`config.mk`:
```
export PLATFORM = sky130hd
export DESIGN_NAME = pipe_hazard_unit
export DESIGN_NICKNAME = d
export VERILOG_FILES = /design/src/rtl/pipe_hazard_unit.sv
export SDC_FILE = /design/constraint.sdc
export NUM_CORES = 1
export LEC_CHECK = 0
export BUFFER_PORTS_ARGS = -buffer_cell sky130_fd_sc_hd__buf_2
export CORE_UTILIZATION = 48
export CTS_CLUSTER_SIZE = 16
export DETAILED_ROUTE_END_ITERATION = 16
export PLACE_DENSITY = 0.76
export SLEW_MARGIN = 20
export SYNTH_ARGS = -nofsm -noshare
export SYNTH_HDL_FRONTEND = slang
export SYNTH_SLANG_ARGS = --single-unit
```
`constraint.sdc`:
```
create_clock -name clk -period 2.2 [get_ports clk]
set_input_delay 0.33 -clock clk [delete_from_list [all_inputs] [get_ports clk]]
set_output_delay 0.33 -clock clk [all_outputs]
set_load 0.01 [all_outputs]
```
`src/rtl/pipe_hazard_unit.sv`:
```
// pipe_hazard_unit: forwarding, load-use interlock and redirect flush control for a 5-stage RV32I pipeline
module pipe_hazard_unit #(
  parameter int REG_AW = 5,
  parameter bit RF_WRITE_FIRST = 1'b1,
  parameter int CNT_W = 32
) (
  input  logic              clk,
  input  logic              reset,
  input  logic              id_valid,
  input  logic [REG_AW-1:0] id_rs1,
  input  logic [REG_AW-1:0] id_rs2,
  input  logic              id_use_rs1,
  input  logic              id_use_rs2,
  input  logic [REG_AW-1:0] id_rd,
  input  logic              id_wen,
  input  logic              id_is_load,
  input  logic              ex_redirect,
  output logic              pc_hold,
  output logic              ifid_hold,
  output logic              ifid_flush,
  output logic              idex_bubble,
  output logic [1:0]        ex_fwd_rs1,
  output logic [1:0]        ex_fwd_rs2,
  output logic              id_byp_rs1,
  output logic              id_byp_rs2,
  output logic [CNT_W-1:0]  stall_cnt,
  output logic [CNT_W-1:0]  flush_cnt
);
  logic              ex_v, ex_wen, ex_ld, mem_v, mem_wen, wb_v, wb_wen;
  logic [REG_AW-1:0] ex_rd, mem_rd, wb_rd;
  logic              ex1, ex2, mem1, mem2, wb1, wb2, load_use;
  logic [1:0]        fwd1, fwd2;
  // source matches against in-flight producers, interlock/flush controls and next forward selects
  always_comb begin
    ex1 = id_use_rs1 && |id_rs1 && ex_v && ex_wen && ex_rd == id_rs1;
    ex2 = id_use_rs2 && |id_rs2 && ex_v && ex_wen && ex_rd == id_rs2;
    mem1 = id_use_rs1 && |id_rs1 && mem_v && mem_wen && mem_rd == id_rs1;
    mem2 = id_use_rs2 && |id_rs2 && mem_v && mem_wen && mem_rd == id_rs2;
    wb1 = id_use_rs1 && |id_rs1 && wb_v && wb_wen && wb_rd == id_rs1;
    wb2 = id_use_rs2 && |id_rs2 && wb_v && wb_wen && wb_rd == id_rs2;
    load_use = ex_ld && (ex1 || ex2);
    ifid_flush = ex_redirect;
    idex_bubble = ex_redirect || load_use;
    pc_hold = !ex_redirect && load_use;
    ifid_hold = pc_hold;
    fwd1 = ex1 ? 2'd1 : mem1 ? 2'd2 : 2'd0;
    fwd2 = ex2 ? 2'd1 : mem2 ? 2'd2 : 2'd0;
    id_byp_rs1 = !RF_WRITE_FIRST && wb1 && !ex1 && !mem1;
    id_byp_rs2 = !RF_WRITE_FIRST && wb2 && !ex2 && !mem2;
  end
  // scoreboard shift; a stalled, squashed or empty ID slot enters EX as a bubble
  always_ff @(posedge clk) begin
    if (reset) begin
      ex_v <= 1'b0;
      mem_v <= 1'b0;
      wb_v <= 1'b0;
    end else begin
      ex_v <= id_valid && !load_use && !ex_redirect;
      mem_v <= ex_v;
      wb_v <= mem_v;
    end
    ex_rd <= id_rd;
    ex_wen <= id_wen;
    ex_ld <= id_is_load;
    mem_rd <= ex_rd;
    mem_wen <= ex_wen;
    wb_rd <= mem_rd;
    wb_wen <= mem_wen;
  end
  // forward selects follow the instruction into EX; a bubble carries no forwarding
  always_ff @(posedge clk) begin
    if (reset || idex_bubble) begin
      ex_fwd_rs1 <= 2'd0;
      ex_fwd_rs2 <= 2'd0;
    end else if (!ifid_hold) begin
      ex_fwd_rs1 <= fwd1;
      ex_fwd_rs2 <= fwd2;
    end
  end
  // saturating stall and redirect event counters
  always_ff @(posedge clk) begin
    if (reset) begin
      stall_cnt <= '0;
      flush_cnt <= '0;
    end else begin
      if (pc_hold && !(&stall_cnt)) stall_cnt <= stall_cnt + CNT_W'(1);
      if (ex_redirect && !(&flush_cnt)) flush_cnt <= flush_cnt + CNT_W'(1);
    end
  end
endmodule

```
==> summary.md <==
| Metric | Value |
|---|---|
| CP Max Fanout | 4 |
| CTS H-tree depth | 3 |
| Register-to-register path setup slack | 130 ps |
| Max_cap viols | 0 |
| Startpoint of the worst register-to-register path | flush_cnt[0] |
| Synth-to-layout area growth | 29.6% |
| Largest net degree at the start of global routing | between 40 and 50 |
| Dpl ws | -81.3 ps |
| R2R depth | 7 |
| Initial antenna violation count | 0 |
| TritonRoute pass-1 iters | 4 |
| Core region area | between 7000 and 8000 µm² |
| Fraction of the mapped netlist area in simple logic gates | roughly 29% |
| Total routing usage reported by global routing | around 23% |
| Mean Syn Cell Area | 8.69 µm² |
| Number of vias per cell after detailed routing | approximately 5.5 |
| Ratio of total power to cell area | slightly above 600 nW/µm² |
| Area of the mapped netlist | 3800 µm² |
| Clk root buf | clkbuf_8 |
| Mux contribution to synthesized area | less than 1% |
| Total number of vias | 3,695 |
| Count of antenna diodes in the layout | 0 |
| Overall die width | a little over 90 µm |
| Area contributors post-synth | dfxtp_1 (44%), xnor2_1 (6.7%), xor2_1 (5.1%) |
| First-pass GRT wire length | about 16,000 µm |
| 1st-iter DRT viols | 125 |
| Leading cell types in the layout, fill and taps excluded | buf_2 (94), dfxtp_1 (77), nor2_1 (39) |
| Final critical-path share of the clock period | ~96% |
| Initial Util | roughly half |
| Fmax | around 470 MHz |
| Height of the die | 91.0 µm |
| Cells along the critical path | buf_2 -> or4_1 -> o21ai_2 -> nor4_4 -> o21ai_0 -> nand2b_1 -> buf_2 |
| Layout cells sized above 1 | a little under a third |
| Library cells used by synthesis | 38 |
| Final-stage net count | around 590 |
| Startpoint of the worst hold path | id_rd[3] |
| Number of flops mapped to enable cells by yosys | 0 |
| FP Rows | 32 |
| Unrepaired setup endpoints after global routing | yes |
| Largest area contributor in the netlist | dfxtp_1 |
| Worst R2R End | flush_cnt[22] |
| Fraction of registers with async set or reset after synthesis | 0% |
| Mapped Cells | between 400 and 500 |
| Final design utilization | approximately 64% |
| Proportion of synthesized chip area in sequential cells | between 40% and 50% |
| LEAKAGE | between 2 and 2.5 nW |
| Clock insertion delay at the later pin of the skew report | ~350 ps |
| Number of buffers inserted by port buffering | 94 |
| Worst Path Class, Setup | in2out |
| Cts bufs inserted | 9 |
| Post-synthesis share of cell area spent on xor and xnor gates | a little under an eighth |
| Slowest library cell on the worst path | or4_1 |
| Type of the most critical hold path | in2reg |
| Share of the synthesized area in the top cell type | between 40% and 50% |
| Result of the run | finished, final reports clean |
| Die Outline Area | 8270 µm² |
| VDD IR-drop max | ~0.42 mV |
| Required time at the worst-slack endpoint | about 1900 ps |
| Antenna viol nets, final | 0 |
| Final setup violation count | 0 |
| Complex-gate fraction of the synthesized area | approximately 11% |
| Adder and majority gate portion of the synthesized area | less than 1% |
| Average wire length per cell after detail routing | ~14 µm |
| Most common cell after layout, fill and taps aside | buf_2 |
| Slew at the pin closest to its max-slew limit | 783 ps |
| Clock tree from TritonCTS | yes |
| GRT Residual Overflow | 0 |
| Sum of routed wire length over all layers | roughly 9400 µm |
| Kind of start point of the critical path | input port |
| Number of top-level design ports | 97 |
| Crit-path max cell delay | roughly 550 ps |
| Yosys synthesis warning count | 0 |
| Min-Delay Endpoint | ex_rd[3] |
| Top cell by count, worst path | buf_2 |
| Post-Route Skew | between 8 and 9 ps |
| Dominant register cell in the synthesized netlist | dfxtp_1 |
| TritonCTS Sinks | 83 |
| Clock-pin slew of the registers on the worst-case setup and hold paths | about 80 ps |
| Main combinational cell family by area after synthesis | simple AND/OR/NAND/NOR gates |
| Vias in the first global route | 3,495 |
| Final critical-path required period | ~2100 ps |
| Endpoint class of the critical path | output pin |
| Pins over their slew limit | 0 |
| Buffers from clock root to sink, at most | 2 |
| Hold buffers post-CTS | 0 |
| Cells on Worst Hold Path | 1 |
| Detailed-route DRC error count | 0 |
| Final worst slack | roughly 91 ps |
| Routability Congestion | between 0.9 and 1 |
| Estimated wirelength of the detail-placed design | slightly below 7000 µm |
| Final hold violation count | 0 |
| Crit path arrival time | 1780 ps |
| Max_slew headroom | 47.7% |
| #FFs+latches synth | 83 |
## metrics by stage
stage | instances | area, µm² | hold WS, ps | TNS, ps | total power [mW]
2_1_floorplan | 438 | 3800 | 331 | 0 | 1.65
3_3_place_gp | 651 | 4620 | 341 | -59.0 | 1.71
3_5_place_dp | 651 | 4620 | 347 | -555 | 1.71
4_1_cts | 667 | 4890 | 63.7 | 0 | 3.09
5_1_grt | 668 | 4920 | 63.5 | 0 | 3.16
6_report | 668 | 4920 | 76.8 | 0 | 3.06
## area by class of cell
cell class | count | area, µm²
Sequential cell | 83 | 1670
Multi-Input combinational cell | 327 | 2030
Fill cell | 681 | 2760
Tap cell | 102 | 128
Inverter | 5 | 18.8
Timing Repair Buffer | 135 | 816
Clock inverter | 5 | 108
Clock buffer | 11 | 151
## sequential cells by signal, summed over array words and instances, names as in the netlist
| name | count |
|---|---|
| flush_cnt | 32 |
| stall_cnt | 32 |
| ex_rd | 5 |
| mem_rd | 5 |
| ex_fwd_rs1 | 2 |
| ex_fwd_rs2 | 2 |
| ex_ld | 1 |
| ex_v | 1 |
| ex_wen | 1 |
| mem_v | 1 |
| mem_wen | 1 |
## kinds of logic (layout without fill, tap and decap cells)
family	Yosys count	count (layout)
other	1	2
muxes	1	1
AOI/OAI and AO/OA	73	73
and+or+nand+nor	198	198
buffers and inverters	28	156
DFF	83	83
xor gates and xnor gates	51	51
adders and majority gates	2	2
## power breakdown
| part | internal, mW | switching, mW | leakage (nW) |
|---|---|---|---|
| Combinational | 0.0644 | 0.0818 | 1.20 |
| Clock | 0.822 | 0.560 | 0.130 |
| Sequential | 1.52 | 0.0150 | 0.676 |
| Total | 2.41 | 0.657 | 2.00 |
## cells in the mapped netlist (all sizes together) (3+ instances only)
library cell  number
buf               11
nand3             23
and4               6
nor3              11
nor4              10
or3               24
nand2             22
inv                5
or4               11
o21ai             28
nor2              39
dfxtp             83
and3              13
xnor2             29
clkbuf            12
nand4             29
xor2              22
a21oi             32
or2                3
o31ai              8
## critical path, delay by kind of cell
family                 cells  cell delay, ps
buffers and inverters      2             270
and+or+nand+nor            3             750
AOI/OAI and AO/OA          2             450
## timing repair
item	4_1_cts	5_1_grt
resized for setup	1	11
pin swaps	1	2
buffers inserted	0	1
setup endpoints to repair	3	24
## routing by layer
layer	vias up	share of wire, %	global-route usage, %
met3	16	4.6	4.10
met5	-	0	0
met4	0	1.8	9.52
li1	1824	-	-
met2	100	49	39.1
met1	1755	45	28.9
## worst max-delay path by stage
stage	startpoint	end	slack (ps)
global placement	id_rs2[1]	ex_fwd_rs1[1]	-40
CTS	id_rs2[1]	idex_bubble	30
finish	id_rs2[1]	idex_bubble	90
detailed placement	id_rs2[1]	ex_fwd_rs2[1]	-80
global route	ex_rd[4]	idex_bubble	9
floorplan	flush_cnt[0]	flush_cnt[22]	20
Note: power is estimated with default switching activity, not from simulation.
